`src/rtl/stack_alu_sequencer_pkg.sv`:
```
// Shared opcode map, sequencer state encoding and opcode classification helpers
// for the stack ALU sequencer and the ALU operations block.
package stack_alu_sequencer_pkg;

  localparam logic [3:0] OP_ADD           = 4'h0;
  localparam logic [3:0] OP_SUB           = 4'h1;
  localparam logic [3:0] OP_AND           = 4'h2;
  localparam logic [3:0] OP_OR            = 4'h3;
  localparam logic [3:0] OP_XOR           = 4'h4;
  localparam logic [3:0] OP_NAND          = 4'h5;
  localparam logic [3:0] OP_NOR           = 4'h6;
  localparam logic [3:0] OP_XNOR          = 4'h7;
  localparam logic [3:0] OP_NOT           = 4'h8;
  localparam logic [3:0] OP_EQUAL         = 4'h9;
  localparam logic [3:0] OP_NOT_EQUAL     = 4'hA;
  localparam logic [3:0] OP_GREATER       = 4'hB;
  localparam logic [3:0] OP_GREATER_EQUAL = 4'hC;
  localparam logic [3:0] OP_LESS          = 4'hD;
  localparam logic [3:0] OP_LESS_EQUAL    = 4'hE;
  localparam logic [3:0] OP_PUSH          = 4'hF;

  typedef enum logic [2:0] {
    ST_IDLE,
    ST_RD_A,
    ST_LD_A,
    ST_LD_B,
    ST_EXEC,
    ST_PUSH,
    ST_ERR
  } state_e;

  function automatic logic is_compare(input logic [3:0] op);
    return (op >= OP_EQUAL) && (op <= OP_LESS_EQUAL);
  endfunction

  function automatic logic is_unary(input logic [3:0] op);
    return op == OP_NOT;
  endfunction

endpackage

```
`src/rtl/stack_alu_sequencer.sv`:
```
// Sequences one stack opcode at a time: fetches operands from the data stack into
// the ALU operand registers, then writes the result back or strobes the compare stack.
module stack_alu_sequencer #(
  parameter int DATA_WIDTH = 8,
  parameter int ADDR_WIDTH = 12
) (
  input  logic                  clk,
  input  logic                  rst_n,
  input  logic                  op_valid,
  input  logic [3:0]            op_code,
  input  logic [DATA_WIDTH-1:0] op_data,
  output logic                  op_ready,
  output logic                  op_done,
  output logic                  op_err,
  output logic [ADDR_WIDTH-1:0] stack_addr,
  output logic                  stack_we,
  output logic [DATA_WIDTH-1:0] stack_wr_data,
  input  logic [DATA_WIDTH-1:0] stack_rd_data,
  output logic [DATA_WIDTH-1:0] alu_operand,
  output logic                  ctrl_reg_op1,
  output logic                  ctrl_reg_op2,
  output logic                  ctrl_reg_overflow,
  output logic                  ctrl_stack_comp,
  output logic [3:0]            sel_ula,
  input  logic [DATA_WIDTH-1:0] ula_out,
  output logic [ADDR_WIDTH-1:0] ula_tos,
  output logic [ADDR_WIDTH:0]   tos_count
);
  import stack_alu_sequencer_pkg::*;

  localparam logic [ADDR_WIDTH:0] FULL_COUNT = {1'b1, {ADDR_WIDTH{1'b0}}};

  state_e                state_q, state_d;
  logic [ADDR_WIDTH:0]   tos_q, tos_d;
  logic [3:0]            opc_q, opc_d;
  logic [DATA_WIDTH-1:0] data_q, data_d;
  logic                  done_q, done_d;
  logic                  err_q, err_d;

  logic [ADDR_WIDTH-1:0] tos_lo;
  logic [ADDR_WIDTH-1:0] addr_m1;
  logic [ADDR_WIDTH-1:0] addr_m2;

  assign tos_lo  = tos_q[ADDR_WIDTH-1:0];
  assign addr_m1 = tos_lo - ADDR_WIDTH'(1);
  assign addr_m2 = tos_lo - ADDR_WIDTH'(2);

  always_ff @(posedge clk) begin
    if (!rst_n) begin
      state_q <= ST_IDLE;
      tos_q   <= '0;
      opc_q   <= '0;
      data_q  <= '0;
      done_q  <= 1'b0;
      err_q   <= 1'b0;
    end else begin
      state_q <= state_d;
      tos_q   <= tos_d;
      opc_q   <= opc_d;
      data_q  <= data_d;
      done_q  <= done_d;
      err_q   <= err_d;
    end
  end

  always_comb begin
    state_d           = state_q;
    tos_d             = tos_q;
    opc_d             = opc_q;
    data_d            = data_q;
    done_d            = 1'b0;
    err_d             = 1'b0;
    op_ready          = 1'b0;
    stack_addr        = '0;
    stack_we          = 1'b0;
    stack_wr_data     = '0;
    alu_operand       = '0;
    ctrl_reg_op1      = 1'b0;
    ctrl_reg_op2      = 1'b0;
    ctrl_reg_overflow = 1'b0;
    ctrl_stack_comp   = 1'b0;
    // PUSH is not an ALU operation, so the ALU never sees 4'hF
    sel_ula           = (opc_q == OP_PUSH) ? 4'h0 : opc_q;
    ula_tos           = (tos_q == '0) ? '0 : addr_m1;

    unique case (state_q)
      ST_IDLE: begin
        op_ready = 1'b1;
        sel_ula  = 4'h0;
        if (op_valid) begin
          opc_d  = op_code;
          data_d = op_data;
          if (op_code == OP_PUSH) begin
            state_d = (tos_q == FULL_COUNT) ? ST_ERR : ST_PUSH;
          end else if (is_unary(op_code)) begin
            state_d = (tos_q >= (ADDR_WIDTH+1)'(1)) ? ST_RD_A : ST_ERR;
          end else begin
            state_d = (tos_q >= (ADDR_WIDTH+1)'(2)) ? ST_RD_A : ST_ERR;
          end
        end
      end
      ST_RD_A: begin
        stack_addr = addr_m1;
        state_d    = ST_LD_A;
      end
      ST_LD_A: begin
        alu_operand  = stack_rd_data;
        ctrl_reg_op1 = 1'b1;
        stack_addr   = addr_m2;
        state_d      = is_unary(opc_q) ? ST_EXEC : ST_LD_B;
      end
      ST_LD_B: begin
        alu_operand  = stack_rd_data;
        ctrl_reg_op2 = 1'b1;
        state_d      = ST_EXEC;
      end
      ST_EXEC: begin
        if (is_compare(opc_q)) begin
          ctrl_stack_comp = 1'b1;
          ula_tos         = addr_m2;
          tos_d           = tos_q - (ADDR_WIDTH+1)'(2);
        end else begin
          stack_we          = 1'b1;
          stack_wr_data     = ula_out;
          ctrl_reg_overflow = 1'b1;
          stack_addr        = is_unary(opc_q) ? addr_m1 : addr_m2;
          tos_d             = is_unary(opc_q) ? tos_q : tos_q - (ADDR_WIDTH+1)'(1);
        end
        done_d  = 1'b1;
        state_d = ST_IDLE;
      end
      ST_PUSH: begin
        stack_we      = 1'b1;
        stack_addr    = tos_lo;
        stack_wr_data = data_q;
        tos_d         = tos_q + (ADDR_WIDTH+1)'(1);
        done_d        = 1'b1;
        state_d       = ST_IDLE;
      end
      ST_ERR: begin
        done_d  = 1'b1;
        err_d   = 1'b1;
        state_d = ST_IDLE;
      end
      default: state_d = ST_IDLE;
    endcase
  end

  assign op_done   = done_q;
  assign op_err    = err_q;
  assign tos_count = tos_q;

endmodule

```
`config.mk`:
```
export PLATFORM = sky130hd
export DESIGN_NAME = stack_alu_sequencer
export DESIGN_NICKNAME = d
export VERILOG_FILES = /design/src/rtl/stack_alu_sequencer_pkg.sv /design/src/rtl/stack_alu_sequencer.sv
export SDC_FILE = /design/constraint.sdc
export NUM_CORES = 1
export LEC_CHECK = 0
export BUFFER_PORTS_ARGS = -buffer_cell sky130_fd_sc_hd__buf_2
export CAP_MARGIN = 10
export CORE_MARGIN = 2
export CORE_UTILIZATION = 43
export DETAILED_ROUTE_END_ITERATION = 8
export PLACE_DENSITY = 0.83
export SLEW_MARGIN = 20
export SYNTH_ARGS = -nofsm -noshare
export SYNTH_HDL_FRONTEND = slang
export SYNTH_SLANG_ARGS = --single-unit
export TNS_END_PERCENT = 100
```
`constraint.sdc`:
```
create_clock -name clk -period 2.4 [get_ports clk]
set_input_delay 0.24 -clock clk [delete_from_list [all_inputs] [get_ports clk]]
set_output_delay 0.24 -clock clk [all_outputs]
set_load 0.01 [all_outputs]
```
==> results of run 1 <==
[power groups by stage]
stage	Sequential (mW)	Clock [mW]	Combinational [mW]
4_1_cts	0.788	0.538	5.85
6_report	0.817	0.541	6.45
2_1_floorplan	0.764	0	3.65
3_3_place_gp	0.777	0	5.54
5_1_grt	0.830	0.560	6.90
3_5_place_dp	0.785	0	5.62
[through the flow]
step / util, % / power, mW / cells
after global placement: 56.7 / 6.32 / 644
after floorplan: - / 4.42 / 440
after detailed placement: 56.7 / 6.41 / 644
after CTS: 59.8 / 7.18 / 657
final: 62.6 / 7.81 / 666
after global routing: 62.6 / 8.29 / 666
[synthesized netlist by cell type, drive strengths merged, types with 3 or more instances]
cell	count
xnor2	6
a31oi	13
a311oi	4
mux2i	3
dfxtp	30
o211ai	3
nor3b	5
nor2	24
nand2	57
o21ai	21
o22ai	5
a21oi	45
nand4	5
a221oi	11
buf	19
a22oi	4
nand2b	5
nor3	21
and4	3
a22o	10
inv	11
nand3	11
ha	7
or2	3
nor4	5
and2	14
a211oi	5
and3	6
or3	11
o31ai	4
a21o	3
clkbuf	22
[registers in the layout, summed over array words and instances, names as in the netlist]
| name | count |
|---|---|
| opc_q | 4 |
| state_q | 3 |
| data_q | 8 |
| op_done | 1 |
| tos_count | 13 |
| op_err | 1 |
[kinds of logic after synthesis]
| group | Yosys count |
|---|---|
| compound gates | 157 |
| fa+ha+maj | 7 |
| buf+inv | 53 |
| simple gates | 181 |
| mux | 4 |
| xor+xnor | 8 |
| flops | 30 |
[what timing repair did]
action                     in CTS  in global routing
pin swaps                       3                  3
setup buffers                   5                  9
setup endpoints to repair      15                 22
hold endpoints to repair        0                  0
resized for setup              19                 34
[final cells by class]
cell class	instances	area, um^2
fill	591	2570
tap	96	120
inverter	12	46.3
multi-input combinational	357	2410
sequential	30	613
clock inverter	3	45.0
timing repair buffer	163	1000
clock buffer	5	68.8
[metal layers]
metal | GRT usage, % | part of all wire, % | vias to the layer above
met4 | 14.5 | 5.1 | 0
met3 | 5.60 | 12 | 81
met1 | 40.8 | 38 | 1902
met5 | 0 | 0 | -
met2 | 49.4 | 45 | 392
li1 | - | - | 1916
[worst reg2reg max path, stage by stage, from the launching register on]
cell and delay, ps:
dfxtp_4 370, or3_4 370, buf_4 160, buf_4 140, nor3_1 440, o2111ai_1 220, a211o_1 330, a21boi_0 210
[path summary, 6_finish.rpt]
check                        to  cells after the start
setup / recovery  stack_addr[9]                      5
hold / removal        data_q[0]                      3
setup reg to reg     state_q[2]                      7
hold reg to reg       data_q[0]                      2
==> results.ini, run 1 <==
[timing]
final.setup_skew_ps=9.00
fin_setup_tns_ps=-70.8
worst_slew_pin_slew_ps=592
rsz0062_at_grt=true
maxSlewViolCount=0
setup_ws_ps=-42.7
holdWs_ps=182
period_share_pct=102
slew_headroom_pct=60.2
timing.final.hold_violations=0
final-setup-viol-count=3
min_period_ps=2440
max_freq_mhz=409

[global_routing]
antenna_found_initial=0
grt-ovfl-total=0
grt_pass1_vias=3841
grtUsageTotal_pct=31.1
grt_max_degree=21
grt_pass1_wl_um=19200

[floorplan]
initial_core_util_pct=44.9
dieArea_um2=7860
core-area_um2=6870
io_pins=96
rows=30
die_h_um=88.7
die_w_um=88.7

[route]
vias_per_cell=6.44
drt-total-wl_um=12600
drc=0
vias=4291
wire_per_inst_um=19.0
drtAntennaViolNets=0
firstDrtPassIters=6
dr.first_iter.drc_count=678

[clock_network]
insertion_delay_ps=290
clockRootBuffer=clkbuf_8
tritoncts=done
cts_sinks=30
cts_buffers=5
postCtsHoldBufs=0
cts_htree_levels=2
ctsLongestPathBuffers=2
path_clk_slew_ps=80

[yosys]
async_reset_ff_share_pct=0
netlist_instances=440
yosysTopAreaCellShare_pct=19.5
yosys_warnings=0
synth_nets=478
synth.area.top_cells=dfxtp_1, a21oi_1, nand2_1
synthMuxAreaShare_pct=1.34
avgSynthCellArea_um2=7.01
syn_area_um2=3080
yosysUniqueCellTypes=76
synthAdderAreaFrac_pct=2.84
synth-xor-area-share_pct=2.27
synth_compound_area_share_pct=34.7
synth_area_leader_cell=dfxtp_1
synth-seq-area-share_pct=19.5
synth_seq_cells=30
synth_edf_count=0
yosys.area_share.simple_pct=31.7
synth_ff_type=dfxtp_1
synth_top_family_by_area=compound AO/OA/AOI/OAI gates

[setup_path]
endpoint_kind=primary output
crit_buf_inv=1
worstPathCellList=or3_4 > or3_4 > or3_4 > o311ai_2 > buf_2
cpMaxStageDelayCell=dfxtp_4
crit_path_start=tos_count[5]
worstSetupPathType=flip-flop to primary output
cp_slowest_stage_delay_ps=370
cp_common_cell=or3_4
r2r-start=tos_count[5]
path_max_fanout=4
cp.required_ps=2160
critical-path-top-delay-family=simple AND/OR/NAND/NOR gates
r2r_slack_ps=60
crit_arrival_ps=2200
critPathLaunchType=flip-flop

[flow_run]
drv_cap=0

[power_and_ir_drop]
p_comb_share_pct=82.6
intPower_mw=3.76
p_sw_share_pct=51.8
power_frac_seq_pct=10.5
p_switching_mw=4.04
irDropWorstVdd_mv=0.699
power_density_nw_per_um2=1810
clkPwrFrac_pct=6.9
p_leak_nw=1.94

[finish]
final_area_um2=4300
final_cell_mix=buf_2, buf_4, nand2_1
area_growth_pct=39.5
drive_above_1_share_pct=40.0
nets=607
final_common_cell=buf_2
n_antenna_cell=0

[min_path]
min_path_type=primary input to flip-flop
hold_start=op_data[0]

[placed_design]
gp_congestion=0.990
hpwlAfterDp_um=8870
portBuffers=95
placed_area_um2=3890
post-place-ws_ps=131

[run_status]
outcome=complete, but fails checks
violations=setup timing

(Power assumes the default switching activity.)
==> run 2, diff against run 1 <==
Settings changed: CELL_PAD_IN_SITES_DETAIL_PLACEMENT set to 2, CELL_PAD_IN_SITES_GLOBAL_PLACEMENT set to 2, CORE_UTILIZATION 43 to 25, PLACE_DENSITY 0.83 to 0.88.
==> run 2 against run 1 <==
  * The run still ends with setup timing left
  * Largest cell class unchanged
  * Via count rose by 2.6%
  * Core utilization fell by 24 points
  * Die area rose by 68%
  * Sequential cell count did not move
  * Critical path depth rose by 2
  * Cell area rose by 9.1%
  * Total power rose by 19%
  * Clock skew fell by 3.7 ps
  * Cell count rose by 9.8%
==> results.ini, run 2 (synthesis results as in run 1) <==
[finish]
drive_above_1_share_pct=45.0  ; +5.0 points
area_growth_pct=52.2
final_common_cell=buf_2
final_cell_mix=buf_2, buf_4, nand2_1
nets=621  ; +2.3%
largest_reg_flops=13  ; unchanged
n_antenna_cell=0  ; unchanged

[run_status]
outcome=complete, but fails checks
violations=setup timing

[global_routing]
grt-ovfl-total=0  ; unchanged
grt_pass1_vias=4780  ; +24%
antenna_found_initial=0  ; unchanged
grtUsageTotal_pct=27.4  ; -3.6 points
grt_max_degree=23  ; +9.5%
grt_pass1_wl_um=27600  ; +44%

[route]
vias_per_cell=6.02  ; -6.5%
drt-total-wl_um=18800  ; +49%
drtAntennaViolNets=0  ; unchanged
dr.first_iter.drc_count=342  ; -50%
firstDrtPassIters=4  ; -2
drc=0  ; unchanged
wire_per_inst_um=25.7  ; +36%
vias=4402  ; +2.6%

[flow_run]
drv_cap=0  ; unchanged

[setup_path]
endpoint_kind=primary output
cp.required_ps=2160  ; about the same
critPathLaunchType=flip-flop
worstSetupPathType=flip-flop to primary output
path_max_fanout=6  ; +2
crit_arrival_ps=2320  ; +120 ps

[clock_network]
clockRootBuffer=clkbuf_16
cts_htree_levels=2  ; unchanged
postCtsHoldBufs=0  ; unchanged
cts_buffers=5  ; unchanged
tritoncts=done
ctsLongestPathBuffers=2  ; unchanged
path_clk_slew_ps=60  ; -20 ps
insertion_delay_ps=300  ; about the same
cts_sinks=30  ; unchanged

[placed_design]
hpwlAfterDp_um=12900  ; +45%
portBuffers=95  ; unchanged
gp_congestion=0.983  ; -0.68%

[floorplan]
rows=40  ; +33%
die_w_um=115  ; +30%
initial_core_util_pct=25.7  ; -19 points
io_pins=96  ; unchanged
dieArea_um2=13200  ; +68%
die_h_um=115  ; +30%
core-area_um2=12000  ; +75%

[timing]
period_share_pct=106  ; +4.7 points
slew_headroom_pct=59.3  ; -0.87 points
maxSlewViolCount=0  ; unchanged
setup_ws_ps=-156  ; -113 ps
max_freq_mhz=391  ; -4.4%
timing.final.hold_violations=0  ; unchanged
worst_slew_pin_slew_ps=605  ; +13.4 ps
fin_setup_tns_ps=-455  ; -384 ps
rsz0062_at_grt=true
min_period_ps=2560  ; +113 ps
final.setup_skew_ps=5.33  ; -3.67 ps
final-setup-viol-count=11  ; +8

[power_and_ir_drop]
power_density_nw_per_um2=1990  ; +9.5%
total_power_mw=9.32  ; +19%
p_leak_nw=2.08  ; +7.4%
irDropWorstVdd_mv=0.557  ; -20%

[min_path]
min_path_type=primary input to flip-flop

-- run 2: cell count changes in the layout (fill, tap and decap cells not counted), sizes merged --
cell      delta
buf         +14
bufinv       +1
clkbuf       +1
clkinvlp     -2
-- run 2: metal layers --
metal | GRT usage [%] | part of all wire (%) | vias to the layer above
li1 | - | - | 1942
met1 | 30.0 | 38 | 2227
met2 | 48.7 | 51 | 174
met3 | 6.54 | 5.2 | 59
met4 | 15.5 | 5.0 | 0
met5 | 0 | 0 | -
-- run 2: stage by stage --
stage / instance area (um^2) / util [%] / hold slack, ps / setup WS [ps] / cells
after floorplan: 3090 / - / 376 / 22.8 / 440
after global placement: 4020 / 33.4 / 444 / 191 / 703
after detailed placement: 4020 / 33.4 / 455 / 66.8 / 703
after CTS: 4450 / 37.0 / 182 / -87.5 / 721
after global routing: 4690 / 39.1 / 197 / -195 / 731
final: 4690 / 39.1 / 173 / -156 / 731
-- run 2: layout make-up --
class	instances	area (um^2)
clock buffer	6	139
clock inverter	2	60.1
fill	1398	7320
inverter	12	51.3
multi-input combinational	357	2510
sequential	30	622
tap	147	184
timing repair buffer	177	1120
-- run 2: what timing repair did --
| item | in CTS | in global routing |
|---|---|---|
| buffers inserted | 10 | 10 |
| gates resized for setup | 44 | 41 |
| endpoints found under the setup margin | 24 | 24 |
| pin swaps | 6 | 9 |
-- run 2: worst paths after layout --
check | start | to | slack (ps) | cells after the start
setup / recovery | opc_q[1] | stack_addr[7] | -160 | 7
hold / removal | op_data[1] | data_q[1] | 170 | 3
setup reg to reg | tos_count[1] | tos_count[4] | 120 | 8
hold reg to reg | data_q[0] | data_q[0] | 460 | 2
-- run 2: where the power goes --
group | total (mW) | switching (mW) | internal, mW
Clock | 0.911 | 0.287 | 0.624
Sequential | 0.850 | 0.209 | 0.640
Combinational | 7.56 | 4.36 | 3.20
-- run 2: worst max-delay path, stage by stage (launching register included) --
cell,delay [ps]
dfxtp_4,370
or4b_4,600
o22ai_4,270
buf_6,170
o21a_1,160
a211oi_2,70
o22ai_1,190
buf_2,160
